**config.mk**
```make
export PLATFORM = sky130hd
export DESIGN_NAME = cv32e40p_if_stage_ctrl
export DESIGN_NICKNAME = d
export VERILOG_FILES = /design/src/rtl/cv32e40p_if_stage_ctrl.sv
export SDC_FILE = /design/constraint.sdc
export NUM_CORES = 1
export LEC_CHECK = 0
export ABC_AREA = 1
export CAP_MARGIN = 25
export CORE_MARGIN = 1
export CORE_UTILIZATION = 57
export CTS_CLUSTER_SIZE = 24
export DETAILED_ROUTE_END_ITERATION = 6
export GPL_TIMING_DRIVEN = 0
export PLACE_DENSITY = 0.85
export SYNTH_ARGS = -nofsm -noshare
export SYNTH_HDL_FRONTEND = slang
export SYNTH_SLANG_ARGS = --single-unit
```
**constraint.sdc**
```tcl
create_clock -name clk -period 8.67 [get_ports clk]
set_clock_uncertainty 0.2 [all_clocks]
set_input_delay 2.601 -clock clk [delete_from_list [all_inputs] [get_ports clk]]
set_output_delay 2.601 -clock clk [all_outputs]
set_load 0.01 [all_outputs]
```
**src/rtl/cv32e40p_if_stage_ctrl.sv**
```systemverilog
// Fetch-stage controller: DEPTH-entry instruction FIFO between prefetcher and aligner,
// IDLE/RUN/FLUSH control FSM, branch flush sequencing and a saturating miss counter.
module cv32e40p_if_stage_ctrl #(
  parameter int unsigned DATA_W = 32,
  parameter int unsigned DEPTH  = 4,
  parameter int unsigned CNT_W  = 16
) (
  input  logic                     clk,
  input  logic                     rst,
  input  logic                     req_i,
  input  logic                     pc_set_i,
  input  logic                     fetch_valid_i,
  input  logic [DATA_W-1:0]        fetch_rdata_i,
  output logic                     fetch_ready_o,
  output logic                     branch_req_o,
  output logic                     instr_valid_o,
  output logic [DATA_W-1:0]        instr_rdata_o,
  input  logic                     instr_ready_i,
  output logic [$clog2(DEPTH):0]   occupancy_o,
  output logic                     perf_imiss_o,
  output logic [CNT_W-1:0]         miss_cnt_o,
  input  logic                     miss_cnt_clr_i
);

  localparam int unsigned AW = $clog2(DEPTH);
  localparam logic [AW:0] OCC_FULL = (AW+1)'(DEPTH);

  typedef enum logic [1:0] {IDLE, RUN, FLUSH} state_e;

  state_e              state_q, state_d;
  logic [DATA_W-1:0]   mem_q [DEPTH];
  logic [AW-1:0]       wptr_q, rptr_q;
  logic [AW:0]         occ_q;
  logic [CNT_W-1:0]    cnt_q;
  logic                full, empty, push, pop;

  assign full  = (occ_q == OCC_FULL);
  assign empty = (occ_q == '0);

  always_comb begin
    state_d       = state_q;
    fetch_ready_o = 1'b0;
    instr_valid_o = 1'b0;
    unique case (state_q)
      IDLE: begin
        instr_valid_o = ~empty & ~pc_set_i;
        if (pc_set_i)   state_d = FLUSH;
        else if (req_i) state_d = RUN;
      end
      RUN: begin
        fetch_ready_o = req_i & ~full & ~pc_set_i;
        instr_valid_o = ~empty & ~pc_set_i;
        if (pc_set_i)    state_d = FLUSH;
        else if (!req_i) state_d = IDLE;
      end
      FLUSH: begin
        if (pc_set_i)   state_d = FLUSH;
        else if (req_i) state_d = RUN;
        else            state_d = IDLE;
      end
      default: state_d = IDLE;
    endcase
  end

  assign push          = fetch_valid_i & fetch_ready_o;
  assign pop           = instr_valid_o & instr_ready_i;
  assign branch_req_o  = pc_set_i;
  assign perf_imiss_o  = pc_set_i | ((state_q == RUN) & empty & ~fetch_valid_i);
  assign instr_rdata_o = mem_q[rptr_q];
  assign occupancy_o   = occ_q;
  assign miss_cnt_o    = cnt_q;

  always_ff @(posedge clk) begin
    if (rst) begin
      state_q <= IDLE;
      wptr_q  <= '0;
      rptr_q  <= '0;
      occ_q   <= '0;
    end else begin
      state_q <= state_d;
      if (pc_set_i) begin
        wptr_q <= '0;
        rptr_q <= '0;
        occ_q  <= '0;
      end else begin
        if (push) wptr_q <= wptr_q + 1'b1;
        if (pop)  rptr_q <= rptr_q + 1'b1;
        unique case ({push, pop})
          2'b10:   occ_q <= occ_q + 1'b1;
          2'b01:   occ_q <= occ_q - 1'b1;
          default: occ_q <= occ_q;
        endcase
      end
    end
  end

  // Storage needs no reset: occupancy alone qualifies its contents.
  always_ff @(posedge clk) begin
    if (push) mem_q[wptr_q] <= fetch_rdata_i;
  end

  always_ff @(posedge clk) begin
    if (rst)                                cnt_q <= '0;
    else if (miss_cnt_clr_i)                cnt_q <= '0;
    else if (perf_imiss_o && (cnt_q != '1)) cnt_q <= cnt_q + 1'b1;
  end

endmodule

```
==> impl_metrics.ini, run 1 <==
[clock_tree]
clock_sink_count = 155
postCtsHoldBufs = 0
clock_tree_from_tritoncts = yes
cts-buffers-inserted = 17
postCtsSetupBuffers = 0
post_cts_resize_count = 0
cts_max_path_buffers = 2
clock_tree.root_cell = sky130_fd_sc_hd__clkbuf_8
h_tree_depth = 4
clk_transition_reported_paths_ns = 0.07
clock_insertion_delay_worst_skew_ns = 0.52

[pwr]
ir_drop_mv = 0.144
leakagePower_nw = 2.75
total_power_divided_by_cell_area_nw_per_um2 = 192

[drt]
first_drt_iteration_drcs = 393
drtPass1Iterations = 6
drt-wirelength-per-cell_um = 17.9
drc = 0
route.final.wire_length_um = 14400
drt.antenna.violating_nets = 0
via_per_inst = 5.78
route.vias.total = 4647

[timing]
setup_total_negative_slack_ns = 0
timing_worst_slew_pin_value_ns = 0.642
min_period_over_period_pct = 79.3
layout_min_cycle_time_ns = 6.88
timing_max_transition_violations_final = 0
fmax_mhz = 145
rsz_0062_raised_after_global_routing = no
slew_headroom_pct = 57.0
finalHoldViolations = 0
timing.final.setup_violations = 0

[global_route]
grt_start_max_net_pins = 19
grt_util_all_layers_pct = 26.2
grt_antenna_before_repair = 0
grt_pass1_vias = 4548
wire_length_of_the_first_global_routing_pass_um = 22200
residual_overflow_from_global_routing = 0

[logic_synthesis]
ys_types = 30
postSynthAreaPerCell_um2 = 11.6
yosysWarnings = 0
synth_top_flop_cell = sky130_fd_sc_hd__edfxtp_1
post_synth_edffs = 128
synth_fp_nets = 585
ys_seq_elements = 155
syn_inst = 539
post-synth-top-count-cell = sky130_fd_sc_hd__edfxtp_1
post_synth_main_area_contributors = sky130_fd_sc_hd__edfxtp_1, sky130_fd_sc_hd__dfxtp_1, sky130_fd_sc_hd__nor2_1
ys_top_cells_by_count = sky130_fd_sc_hd__edfxtp_1, sky130_fd_sc_hd__nor2_1, sky130_fd_sc_hd__o21ai_0
synth_top_cell_area_share_pct = 61.6
postSynth.asyncResetShare_pct = 0
ys_seq_area_share_pct = 70.3
synth.largest_area_cell = sky130_fd_sc_hd__edfxtp_1
mappedNetlistArea_um2 = 6240

[finish]
n_antenna_cell = 0
final_layout_size_suffix_gt1_share_pct = 7.78
finish.net_count = 701
finalNonFillerCells = 804
layout-area-overhead-vs-synth_pct = 28.9

[die]
coreArea_um2 = 10500
rows = 37
fp.dieH_um = 107
design.die.area_um2 = 11400
num_io_pins = 94
die_w_um = 107
floorplan.initialDensity_pct = 59.6

[min_path]
hold_crit_path_type = reg -> reg

[critical_path]
worstPathArrival_ns = 4.08
cp_max_fo = 5
element_type_at_the_critical_path_start = input pin
critical_path_required_ns = 5.87
flop2flop_setup_slack_ns = 6.17
critPathCaptureType = output port
critPathKind = in -> out

[placement]
port_buffers = 93
place_congestion = 0.970
dp_hpwl_um = 8770
dpl.cell_count = 772

[flow_run]
cap_violations = 0

[outcome]
result_of_the_run = complete, no violations
==> state kept, by name (all words and copies together), names as in the netlist, named ones only <==
name,count
miss_cnt_o,16
occupancy_o,3
rptr_q,2
state_q,2
wptr_q,2
mem_q,128
==> per-stage QoR <==
stage	utilization, %	power (mW)	hold slack [ns]	cell area [um^2]	setup WS [ns]
after detailed placement	71.5	0.872	0.295	7480	1.80
after floorplan	-	0.839	0.267	6240	2.85
after global placement	70.1	0.870	0.275	7340	1.79
final	76.8	1.54	0.306	8040	1.79
after global routing	76.8	1.58	0.340	8040	1.71
after CTS	76.8	1.55	0.306	8040	1.80
==> final timing paths <==
path                    endpoint  cells past startpoint           start
hold reg to reg   occupancy_o[2]                      1  occupancy_o[2]
setup reg to reg  occupancy_o[2]                     10  occupancy_o[0]
setup / recovery    perf_imiss_o                      5   fetch_valid_i
hold / removal    occupancy_o[2]                      1  occupancy_o[2]
==> cells by family after synthesis <==
logic type	share of synthesized area [%]
AND/OR/NAND/NOR	12.1
XOR/XNOR	1.26
flip-flops	70.3
AO/OA/AOI/OAI	11.1
buffers and inverters	3.77
adder cells (fa/ha/maj)	1.52
==> power breakdown <==
part	switching [mW]	internal, mW	total (mW)
logic	0.0220	0.0252	0.0472
registers	0.00261	0.807	0.810
clock network	0.311	0.374	0.685
==> per-layer routing <==
metal  vias up  global-route usage, %  part of all wire (%)
met1      2215                   31.2                    38
li1       2134                      -                     -
met4         0                   9.39                   1.2
met5         -                      0                     0
met2       279                   45.8                    52
met3        19                   7.05                   8.7
==> cells in the final DEF, fill, tap and decap left out, types with 6 or more instances in the layout <==
cell type,synthesis,routed
sky130_fd_sc_hd__inv_1,32,32
sky130_fd_sc_hd__nor2_1,106,102
sky130_fd_sc_hd__clkdlybuf4s50_1,0,93
sky130_fd_sc_hd__a21oi_1,18,18
sky130_fd_sc_hd__nand2_1,52,52
sky130_fd_sc_hd__ha_1,6,6
sky130_fd_sc_hd__dfxtp_1,27,27
sky130_fd_sc_hd__xor2_1,8,8
sky130_fd_sc_hd__o22ai_1,32,32
sky130_fd_sc_hd__edfxtp_1,128,128
sky130_fd_sc_hd__clkbuf_1,16,17
sky130_fd_sc_hd__nand3_1,10,10
sky130_fd_sc_hd__o21ai_0,75,75
sky130_fd_sc_hd__clkbuf_16,0,16
==> critical path: stages <==
cell                              delay, ns
sky130_fd_sc_hd__clkdlybuf4s50_1       0.43
sky130_fd_sc_hd__inv_1                 0.07
sky130_fd_sc_hd__nand3_1               0.14
sky130_fd_sc_hd__o21ai_4               0.26
sky130_fd_sc_hd__clkdlybuf4s50_1       0.58
==> area by class of cell <==
| class | instances | area, um^2 |
|---|---|---|
| Buffer | 22 | 106 |
| Clock buffer | 19 | 432 |
| Clock inverter | 13 | 126 |
| Fill cell | 651 | 2430 |
| Inverter | 34 | 129 |
| Multi-Input combinational cell | 328 | 1650 |
| Sequential cell | 155 | 4380 |
| Tap cell | 136 | 170 |
| Timing Repair Buffer | 97 | 1040 |
(Power assumes the default switching activity.)
==> inputs of run 2 (changes only) <==
--- a/config.mk
+++ b/config.mk
@@ -8,11 +8,11 @@
 export ABC_AREA = 1
 export CAP_MARGIN = 25
 export CORE_MARGIN = 1
-export CORE_UTILIZATION = 57
+export CORE_UTILIZATION = 54
 export CTS_CLUSTER_SIZE = 24
 export DETAILED_ROUTE_END_ITERATION = 6
 export GPL_TIMING_DRIVEN = 0
-export PLACE_DENSITY = 0.85
+export PLACE_DENSITY = 0.81
 export SYNTH_ARGS = -nofsm -noshare
 export SYNTH_HDL_FRONTEND = slang
 export SYNTH_SLANG_ARGS = --single-unit
==> constraint.sdc (replaced) <==
create_clock -name clk -period 7.1 [get_ports clk]
set_clock_uncertainty 0.2 [all_clocks]
set_input_delay 2.13 -clock clk [delete_from_list [all_inputs] [get_ports clk]]
set_output_delay 2.13 -clock clk [all_outputs]
set_load 0.01 [all_outputs]
==> run 2 against run 1 <==
Net effect:
- via count is 2.8% lower
- total power is 29% higher
- clock-buffer cell count fell by 2
- cell area grew 0.75%
- flip-flop and latch count unchanged
- worst hold slack got worse by 0.0022 ns
- utilization fell by 3.4 points
- global-route usage is 1.4 points lower
- critical path depth is 1 lower
- critical endpoint is now fetch_ready_o
- highest routed layer unchanged
==> impl_metrics.ini, run 2 (synthesis gave the netlist of run 1 again) <==
[outcome]
result_of_the_run = complete, no violations

[timing]
timing_max_transition_violations_final = 0
setup_total_negative_slack_ns = 0
rsz_0062_raised_after_global_routing = no
min_period_over_period_pct = 84.1
slew_headroom_pct = 55.1
finalHoldViolations = 0
timing_worst_slew_pin_value_ns = 0.671
layout_min_cycle_time_ns = 5.97
fmax_mhz = 167
timing.final.setup_violations = 0

[pwr]
post-layout-total-power_mw = 1.99
ir_drop_mv = 0.186
total_power_divided_by_cell_area_nw_per_um2 = 245
leakagePower_nw = 2.77

[finish]
layout-area-overhead-vs-synth_pct = 29.8
finalNonFillerCells = 808
multiInputGateArea_um2 = 1650
flip_flop_count_of_the_largest_register_after_layout = 128
finish.net_count = 701
n_antenna_cell = 0
most_frequent_cells_in_the_layout = sky130_fd_sc_hd__edfxtp_1, sky130_fd_sc_hd__nor2_1, sky130_fd_sc_hd__clkdlybuf4s50_1
area.sequential_um2 = 4380
layout.cells.most_common = sky130_fd_sc_hd__edfxtp_1
n_fill_cell = 720
util_after_layout_pct = 73.4
top_register = mem_q
fin_area_um2 = 8100
final_layout_size_suffix_gt1_share_pct = 7.93

[global_route]
grt_start_max_net_pins = 28
grt_pass1_vias = 4575
grt_antenna_before_repair = 0
grt_util_all_layers_pct = 24.8
wire_length_of_the_first_global_routing_pass_um = 21700
residual_overflow_from_global_routing = 0

[die]
floorplan.initialDensity_pct = 56.5
fp.dieH_um = 109
coreArea_um2 = 11000
rows = 38
design.die.area_um2 = 12000
num_io_pins = 94
die_w_um = 109

[clock_tree]
postCtsSetupBuffers = 0
postCtsHoldBufs = 0
cts-buffers-inserted = 17
clk_transition_reported_paths_ns = 0.06
clock_sink_count = 155
clock_tree.root_cell = sky130_fd_sc_hd__clkbuf_16
clock_tree_from_tritoncts = yes
post_cts_resize_count = 0
h_tree_depth = 4
cts_max_path_buffers = 2
clock_insertion_delay_worst_skew_ns = 0.41

[flow_run]
cap_violations = 0

[critical_path]
crit_top_cell = sky130_fd_sc_hd__clkdlybuf4s50_1
element_type_at_the_critical_path_start = input pin
crit_path_cell_trace = clkdlybuf4s50_1 -> nor3_1 -> and2_1 -> clkdlybuf4s50_1
worstPathArrival_ns = 3.64
critPathCaptureType = output port
critPathKind = in -> out
timing.critical_path.slowest_cell_delay_ns = 0.54
critical_path_required_ns = 4.77
crit_path_top_delay_cell = sky130_fd_sc_hd__clkdlybuf4s50_1
cp_max_fo = 6

[drt]
drt-wirelength-per-cell_um = 17.3
via_per_inst = 5.59
route.final.wire_length_um = 13900
drtPass1Iterations = 6
drc = 0
route.vias.total = 4519
first_drt_iteration_drcs = 383
drt.antenna.violating_nets = 0

[min_path]
hold_crit_path_type = reg -> reg

[placement]
place_congestion = 0.924
port_buffers = 93
detailed_place.area_um2 = 7470
dpl.cell_count = 776
dp_hpwl_um = 8900
## run 2: area by class of cell
class / instances / area share (%)
sequential: 155 / 54.2
multi-input combinational: 328 / 20.3
timing repair buffer: 97 / 12.8
clock buffer: 17 / 5.26
clock inverter: 15 / 2.41
tap: 140 / 2.16
inverter: 34 / 1.59
buffer: 22 / 1.31
## run 2: worst paths after layout
kind | startpoint | cells past startpoint | slack [ns] | endpoint
setup / recovery | pc_set_i | 4 | 1.13 | fetch_ready_o
hold / removal | occupancy_o[2] | 1 | 0.30 | occupancy_o[2]
setup reg to reg | state_q[1] | 10 | 4.60 | occupancy_o[1]
hold reg to reg | occupancy_o[2] | 1 | 0.30 | occupancy_o[2]
## run 2: worst max-delay path: cells and delay by family
kind / cells / cell delay, ns
buf+inv: 2 / 1.05
simple gates: 2 / 0.47
## run 2: metal layers
metal  wire (um)  part of all wire, %  vias up  GRT usage [%]
met2        7380                   53      176           43.9
met5           0                    0        -              0
met4         172                  1.2        0           10.5
met3         999                  7.2       17           8.00
li1            -                    -     2140              -
met1        5390                   39     2186           27.5
## run 2: metrics by stage
stage               hold slack, ns  setup slack (ns)
CTS                          0.307              1.13
floorplan                    0.267              2.22
global placement             0.282             0.872
detailed placement           0.294              1.14
finish                       0.303              1.13
global route                 0.353              1.05
## run 2: report_power, final
group | leakage, nW | total (mW) | internal (mW) | switching (mW)
combinational | 1.10 | 0.0569 | 0.0308 | 0.0261
clock | 0.304 | 0.940 | 0.588 | 0.352
sequential | 1.37 | 0.989 | 0.986 | 0.00310
total | 2.77 | 1.99 | 1.61 | 0.381
